==> src/rtl/pueo_rackbus_cmd_engine.sv <==
// RACKBUS command decoder / run sequencer for TURFIO and SURF (sysclk domain).
// Decodes 32-bit rackbus command words into registered run-control strobes,
// tracks run state, counts PPS and buffers accepted trigger times in a
// first-word-fall-through FIFO with overflow and drop accounting.
// Optional build macro: RACKBUS_TRIG_SEQNUM_EN adds a 16-bit per-run trigger
// sequence number (trig_seq_o) stored alongside each FIFO entry.

// Fallback rackbus field layout, used when rackbus.vh has not been pulled in.
`ifndef RACKBUS_TRIG_BITS
`define RACKBUS_TRIG_BITS 15
`endif
`ifndef RACKBUS_IGNORE
`define RACKBUS_IGNORE(w) (w[31])
`endif
`ifndef RACKBUS_RUNCMD
`define RACKBUS_RUNCMD(w) (w[30:29])
`endif
`ifndef RACKBUS_PPS
`define RACKBUS_PPS(w) (w[28])
`endif
`ifndef RACKBUS_TRIG_VALID
`define RACKBUS_TRIG_VALID(w) (w[15])
`endif
`ifndef RACKBUS_TRIG
`define RACKBUS_TRIG(w) (w[`RACKBUS_TRIG_BITS-1:0])
`endif

module pueo_rackbus_cmd_engine #(
    parameter int unsigned TRIG_BITS       = `RACKBUS_TRIG_BITS,
    parameter int unsigned TRIG_FIFO_DEPTH = 16,
    parameter int unsigned RESET_HOLD      = 8,
    parameter int unsigned PPS_CNT_BITS    = 32,
    parameter int unsigned ERR_CNT_BITS    = 16
) (
    input  logic                    sysclk_i,
    input  logic                    sysclk_rst_i,
    input  logic [31:0]             command_i,
    input  logic                    command_valid_i,
    output logic                    sync_o,
    output logic                    reset_o,
    output logic                    stop_o,
    output logic                    run_reset_o,
    output logic                    running_o,
    output logic                    pps_o,
    output logic [PPS_CNT_BITS-1:0] pps_count_o,
    output logic [TRIG_BITS-1:0]    trig_time_o,
`ifdef RACKBUS_TRIG_SEQNUM_EN
    output logic [15:0]             trig_seq_o,
`endif
    output logic                    trig_valid_o,
    input  logic                    trig_ready_i,
    output logic                    trig_overflow_o,
    output logic [ERR_CNT_BITS-1:0] trig_drop_count_o,
    output logic [ERR_CNT_BITS-1:0] cmd_err_count_o,
    input  logic                    clear_errs_i
);

    localparam int unsigned AW = $clog2(TRIG_FIFO_DEPTH);
`ifdef RACKBUS_TRIG_SEQNUM_EN
    localparam int unsigned FW = TRIG_BITS + 16;
`else
    localparam int unsigned FW = TRIG_BITS;
`endif

    localparam logic [1:0] RUN_SYNC  = 2'd1;
    localparam logic [1:0] RUN_RESET = 2'd2;
    localparam logic [1:0] RUN_STOP  = 2'd3;

    localparam logic [7:0]              HOLD_INIT = 8'(RESET_HOLD - 1);
    localparam logic [ERR_CNT_BITS-1:0] ERR_ONE   = ERR_CNT_BITS'(1);
    localparam logic [PPS_CNT_BITS-1:0] PPS_ONE   = PPS_CNT_BITS'(1);
    localparam logic [AW:0]             PTR_ONE   = (AW + 1)'(1);

    typedef enum logic [1:0] {StIdle, StRunning, StResetting} state_e;

    state_e state_q, state_d;
    logic [7:0] hold_q, hold_d;
    logic sync_q, sync_d;
    logic reset_q, reset_d;
    logic stop_q, stop_d;
    logic pps_q, pps_d;
    logic [PPS_CNT_BITS-1:0] pps_cnt_q, pps_cnt_d;
    logic [ERR_CNT_BITS-1:0] err_cnt_q, err_cnt_d;
    logic [ERR_CNT_BITS-1:0] drop_cnt_q, drop_cnt_d;
    logic ovf_q, ovf_d;
    logic [AW:0] wr_ptr_q, wr_ptr_d;
    logic [AW:0] rd_ptr_q, rd_ptr_d;
    logic [FW-1:0] mem_q [TRIG_FIFO_DEPTH];
    logic [FW-1:0] wr_data;
`ifdef RACKBUS_TRIG_SEQNUM_EN
    logic [15:0] seq_q, seq_d;
`endif

    logic [1:0] run_cmd;
    logic       cmd_sync, cmd_reset, cmd_stop;
    logic       err_inc;
    logic       trig_live, trig_accept, trig_drop;
    logic       fifo_full, fifo_empty;
    logic       push, pop, flush;
    logic [FW-1:0] head;

    // Bits of the command word that carry no field this block decodes.
    logic unused_cmd_bits;
    assign unused_cmd_bits = ^command_i[27:16];

    // Field decode: run commands need a live, non-ignored word.
    always_comb begin
        run_cmd   = 2'd0;
        if (command_valid_i && !`RACKBUS_IGNORE(command_i)) begin
            run_cmd = `RACKBUS_RUNCMD(command_i);
        end
        cmd_sync  = (run_cmd == RUN_SYNC);
        cmd_reset = (run_cmd == RUN_RESET);
        cmd_stop  = (run_cmd == RUN_STOP);
        pps_d     = command_valid_i & `RACKBUS_PPS(command_i);
        trig_live = command_valid_i & `RACKBUS_TRIG_VALID(command_i);
    end

    // Run-state FSM and run-control strobes; RESET overrides every state.
    always_comb begin
        state_d = state_q;
        hold_d  = hold_q;
        sync_d  = 1'b0;
        reset_d = 1'b0;
        stop_d  = 1'b0;
        err_inc = 1'b0;
        if (cmd_reset) begin
            state_d = StResetting;
            hold_d  = HOLD_INIT;
            reset_d = 1'b1;
        end else begin
            case (state_q)
                StIdle: begin
                    if (cmd_sync) begin
                        state_d = StRunning;
                        sync_d  = 1'b1;
                    end else if (cmd_stop) begin
                        err_inc = 1'b1;
                    end
                end
                StRunning: begin
                    if (cmd_stop) begin
                        state_d = StIdle;
                        stop_d  = 1'b1;
                    end else if (cmd_sync) begin
                        err_inc = 1'b1;
                    end
                end
                StResetting: begin
                    // Other run commands are silently ignored while holding.
                    if (hold_q == 8'd0) begin
                        state_d = StIdle;
                    end else begin
                        hold_d = hold_q - 8'd1;
                    end
                end
                default: state_d = StIdle;
            endcase
        end
    end

    // Trigger accept/drop uses the state before this word's run command.
    always_comb begin
        trig_accept = trig_live & (state_q == StRunning);
        trig_drop   = trig_live & (state_q != StRunning);
        fifo_empty  = (wr_ptr_q == rd_ptr_q);
        fifo_full   = (wr_ptr_q[AW] != rd_ptr_q[AW]) &&
                      (wr_ptr_q[AW-1:0] == rd_ptr_q[AW-1:0]);
        // Fullness is judged before any same-cycle pop.
        push        = trig_accept & ~fifo_full;
        pop         = ~fifo_empty & trig_ready_i;
        flush       = cmd_reset;
        wr_ptr_d    = flush ? '0 : (push ? wr_ptr_q + PTR_ONE : wr_ptr_q);
        rd_ptr_d    = flush ? '0 : (pop ? rd_ptr_q + PTR_ONE : rd_ptr_q);
`ifdef RACKBUS_TRIG_SEQNUM_EN
        wr_data     = {seq_q, TRIG_BITS'(`RACKBUS_TRIG(command_i))};
        seq_d       = seq_q;
        if (sync_d || reset_d) begin
            seq_d = 16'd0;
        end else if (trig_accept) begin
            // Overflowed triggers still consume a number.
            seq_d = seq_q + 16'd1;
        end
`else
        wr_data     = TRIG_BITS'(`RACKBUS_TRIG(command_i));
`endif
    end

    // Error, drop, overflow and PPS counters; clear beats a same-cycle increment.
    always_comb begin
        err_cnt_d  = err_cnt_q;
        drop_cnt_d = drop_cnt_q;
        ovf_d      = ovf_q;
        pps_cnt_d  = pps_d ? pps_cnt_q + PPS_ONE : pps_cnt_q;
        if (clear_errs_i) begin
            err_cnt_d  = '0;
            drop_cnt_d = '0;
            ovf_d      = 1'b0;
        end else begin
            if (err_inc && !(&err_cnt_q)) begin
                err_cnt_d = err_cnt_q + ERR_ONE;
            end
            if (trig_drop && !(&drop_cnt_q)) begin
                drop_cnt_d = drop_cnt_q + ERR_ONE;
            end
            if (trig_accept && fifo_full) begin
                ovf_d = 1'b1;
            end
        end
    end

    // State and counter registers with synchronous reset.
    always_ff @(posedge sysclk_i) begin
        if (sysclk_rst_i) begin
            state_q    <= StIdle;
            hold_q     <= '0;
            sync_q     <= 1'b0;
            reset_q    <= 1'b0;
            stop_q     <= 1'b0;
            pps_q      <= 1'b0;
            pps_cnt_q  <= '0;
            err_cnt_q  <= '0;
            drop_cnt_q <= '0;
            ovf_q      <= 1'b0;
            wr_ptr_q   <= '0;
            rd_ptr_q   <= '0;
`ifdef RACKBUS_TRIG_SEQNUM_EN
            seq_q      <= '0;
`endif
        end else begin
            state_q    <= state_d;
            hold_q     <= hold_d;
            sync_q     <= sync_d;
            reset_q    <= reset_d;
            stop_q     <= stop_d;
            pps_q      <= pps_d;
            pps_cnt_q  <= pps_cnt_d;
            err_cnt_q  <= err_cnt_d;
            drop_cnt_q <= drop_cnt_d;
            ovf_q      <= ovf_d;
            wr_ptr_q   <= wr_ptr_d;
            rd_ptr_q   <= rd_ptr_d;
`ifdef RACKBUS_TRIG_SEQNUM_EN
            seq_q      <= seq_d;
`endif
        end
    end

    // Trigger FIFO storage; contents need no reset since pointers gate them.
    always_ff @(posedge sysclk_i) begin
        if (push) begin
            mem_q[wr_ptr_q[AW-1:0]] <= wr_data;
        end
    end

    // Output mapping; the head is masked so an empty FIFO reads as zero.
    always_comb begin
        head              = fifo_empty ? '0 : mem_q[rd_ptr_q[AW-1:0]];
        trig_time_o       = head[TRIG_BITS-1:0];
`ifdef RACKBUS_TRIG_SEQNUM_EN
        trig_seq_o        = head[FW-1 -: 16];
`endif
        trig_valid_o      = ~fifo_empty;
        sync_o            = sync_q;
        reset_o           = reset_q;
        stop_o            = stop_q;
        pps_o             = pps_q;
        pps_count_o       = pps_cnt_q;
        run_reset_o       = (state_q == StResetting);
        running_o         = (state_q == StRunning);
        trig_overflow_o   = ovf_q;
        trig_drop_count_o = drop_cnt_q;
        cmd_err_count_o   = err_cnt_q;
    end

endmodule
==> config.mk <==
export PLATFORM = sky130hd
export DESIGN_NAME = pueo_rackbus_cmd_engine
export DESIGN_NICKNAME = d
export VERILOG_FILES = /design/src/rtl/pueo_rackbus_cmd_engine.sv
export SDC_FILE = /design/constraint.sdc
export NUM_CORES = 1
export LEC_CHECK = 0
export CORE_ASPECT_RATIO = 0.9
export CORE_MARGIN = 1
export CORE_UTILIZATION = 52
export DETAILED_ROUTE_END_ITERATION = 16
export PLACE_DENSITY = 0.76
export SKIP_CTS_REPAIR_TIMING = 1
export SLEW_MARGIN = 20
export SYNTH_ARGS = -nofsm -noshare
export SYNTH_HDL_FRONTEND = slang
export SYNTH_SLANG_ARGS = --single-unit
==> constraint.sdc <==
create_clock -name sysclk_i -period 2.9 [get_ports sysclk_i]
set_input_delay 0.58 -clock sysclk_i [delete_from_list [all_inputs] [get_ports sysclk_i]]
set_output_delay 0.58 -clock sysclk_i [all_outputs]
set_load 0.005 [all_outputs]
==> metrics.txt <==
P per Cell Area=between 500 and 600 nW/um^2; synthesized instance count=905; grt ovf=0; Comb power frac=under 10%; Seq/Total Area, Yosys=between 60% and 70%; fin util=between 60% and 70%; WHS Endpoint=trig_overflow_o; kind of cell adding the most delay to the critical path=buffers and inverters; maximum fanout along the worst path=7; DR iter-0 viols=653; worst r2r path cells=6; number of synthesized flops with an enable pin=240; sw power=1870 uW; final period utilization=106%; core footprint=between 20000 and 30000 sq um; drt wl/cell=approximately 21 microns; Die Y=around 160 microns; Worst VDD drop=0.451 mV; Flop pwr share=between 50% and 60%; WP buf/inv=3; CP arrival=2.48 ns; DRT antenna net count=0; R2R Path End=mem_q[2][13]; CP most frequent cell=buf_4; Post-Syn Area=13600 sq um; status=complete, but fails checks; Synth area leaders=edfxtp_1 (53%), dfxtp_1 (14%), mux4_2 (9.9%); Unique masters post-synth=between 50 and 60; synthesis-stage register bit count=around 330; top cell type's share of synthesized area=between 50% and 60%; DIE AREA=between 20000 and 30000 sq um; Clock Skews=between 0.01 and 0.015 ns; Synthesized Nets=between 900 and 1000; # IOs=approximately 120; Post-synth top cells=edfxtp_1 (240), dfxtp_1 (93), nor2_1 (83); first-pass GRT wire length=46100 microns; global placer's final weighted congestion=roughly 0.84; failing checks=negative setup slack; post-DR vias/cell=5.82; CP endpoint kind=output pin; # clock sinks=between 300 and 400; Yosys warnings=0; unrepaired setup endpoints after global routing=true; worst-path cell chain=buf_4, buf_4, mux4_2, a22oi_1, a21oi_1, clkdlybuf4s50_1; antenna violations before repair=0; First-pass DRT Iterations=5; Global Route Usage Sum=22.3%; CTS tree=done; placed insts=~1400; clk_lat worst skew=about 0.5 ns; Final setup viols=4; clock-pin slew on the worst setup and hold paths=around 0.06 ns; layout cell share with drive strength beyond 1=about 20%; TritonCTS Buffers=34; Sw Share=about 20%; H-tree levels=2; Worst slew margin=44.5%; Synth Flop Type=edfxtp_1; Slew Limit Fails=0; Pint=slightly below 8000 uW; vias in the first global route=8244; max incr delay on CP=approximately 0.5 ns; Final Net Count=1126; R2R setup slack=~0.70 ns; Slew @ Worst Pin=between 0.8 and 0.9 ns; area delta synth->final=25.1%; critical path required time=between 2 and 2.5 ns; Die W=~170 microns; fin crit period=approximately 3.1 ns; most common cell in the netlist=edfxtp_1; leading area contributor after synthesis=edfxtp_1; kind of critical path=reg -> out; HPWL after DPL=17200 microns; asr flop ratio synth=0%; max-capacitance violation count=0; HP Class=reg -> reg; residual DRC count=0; Fmax achieved=around 330 MHz; Clk pwr share=approximately 44%; initial core utilization=approximately 54%; total number of vias=8375; hold slack final=roughly 0.47 ns; Routed WL=just over 30000 microns; static leakage=between 0.005 and 0.006 uW; final worst-path setup slack=-0.162 ns; Syn Area/Cell=15.0 sq um; root buffer cell=clkbuf_16; input/output buffers=roughly 110; Antenna Cells=0; pin count of the biggest net entering global routing=61; row count=55; CP max-delay cell=mux4_2; CP startpoint kind=flip-flop; Reg2Reg Launch Point=state_q[0]; Layout Cells excl Fill=1440; total chip power=9590 uW; CTS Buffer Depth=3; final count of hold timing violations=0; Hold Path Depth=2; Worst Hold Launch=trig_overflow_o
-- cells in the final DEF, fill, tap and decap left out, types with 4 or more instances in the layout --
cell type        synthesis  final
xor2_1                  38     37
nand4_1                 20     20
clkbuf_1                28      5
nand3_1                 25     25
dlymetal6s2s_1           0     10
or3_1                    5      5
mux4_2                  60     60
clkbuf_16                0     38
buf_12                   0     22
a21oi_1                 34     30
o21ai_0                  8      8
o211ai_1                 6      6
nor4_1                   9      9
inv_1                   15     15
buf_4                    0     40
mux2i_1                  4      4
a22oi_2                  0     15
dfxtp_1                 93     91
edfxtp_1               240    240
clkinv_1                 0      7
a22oi_1                 30     15
and4_1                  14     14
nor3_1                  12     11
ha_1                    13     13
nor2b_1                  8      7
and2_1                   5      5
and3_1                  25     25
nor4b_1                  4      4
nor2_1                  83     83
clkdlybuf4s50_1          0    100
a21oi_2                  0      4
nand2_1                 32     32
clkinv_2                 0      4
xnor2_1                 28     28
-- routing by layer --
| layer | share of wire [%] | track usage [%] | wire (microns) | up-vias |
|---|---|---|---|---|
| met5 | 0 | 0 | 0 | - |
| li1 | - | - | - | 3850 |
| met4 | 2.4 | 6.68 | 722 | 0 |
| met2 | 48 | 36.3 | 14800 | 345 |
| met3 | 8.2 | 5.01 | 2500 | 58 |
| met1 | 41 | 30.3 | 12500 | 4122 |
-- power groups by stage --
stage / clock network (uW) / logic (uW) / registers, uW
final: 4250 / 232 / 5110
after CTS: 4310 / 218 / 5110
after global placement: 0 / 211 / 5210
after floorplan: 0 / 90.1 / 5210
after detailed placement: 0 / 217 / 5210
after global routing: 4510 / 252 / 5110
-- worst reg2reg max path: stages (launching register included) --
cell and delay, ns:
dfxtp_1 0.43, nor2b_1 0.43, nand3_1 0.22, a21oi_1 0.17, buf_4 0.21, and3_1 0.24
buf_12 0.20
-- through the flow --
stage          area (sq um)  setup WS [ns]  TNS, ns
2_1_floorplan         13600          0.193        0
3_3_place_gp          15600         -0.124   -0.557
3_5_place_dp          15600         -0.189    -1.08
4_1_cts               16700         -0.393    -4.49
5_1_grt               17000         -0.255   -0.968
6_report              17000         -0.162   -0.565
-- registers in the layout, indices dropped and copies added (netlist names), 2 cells and up, named ones only --
signal,flops
pps_count_o,32
wr_ptr_q,5
state_q,2
cmd_err_count_o,16
mem_q,240
rd_ptr_q,5
hold_q,8
trig_drop_count_o,16
-- worst max-delay path by stage --
stage,cells after the start,to,slack [ns],startpoint
floorplan,12,cmd_err_count_o[14],0.19,command_valid_i
global placement,9,cmd_err_count_o[12],-0.12,command_valid_i
detailed placement,9,cmd_err_count_o[12],-0.19,command_valid_i
CTS,5,trig_time_o[6],-0.39,flip-flop
global route,6,trig_time_o[1],-0.25,flip-flop
finish,6,trig_time_o[1],-0.16,flip-flop
-- cell type report --
type / instances / area (sq um)
Multi-Input combinational cell: 515 / 4420
Timing Repair Buffer: 177 / 1960
Tap cell: 342 / 428
Inverter: 15 / 56.3
Clock inverter: 16 / 153
Clock buffer: 42 / 922
Sequential cell: 333 / 9070
Fill cell: 1729 / 8380
-- logic make-up after synthesis --
logic type | after synthesis | synth area share (%)
AO/OA/AOI/OAI | 102 | 4.97
XOR/XNOR | 66 | 4.25
adder cells (fa/ha/maj) | 13 | 1.20
buffers and inverters | 57 | 1.73
flip-flops | 333 | 66.6
multiplexers | 64 | 10.2
AND/OR/NAND/NOR | 270 | 11.0
Power figures use the tool's default switching activity.
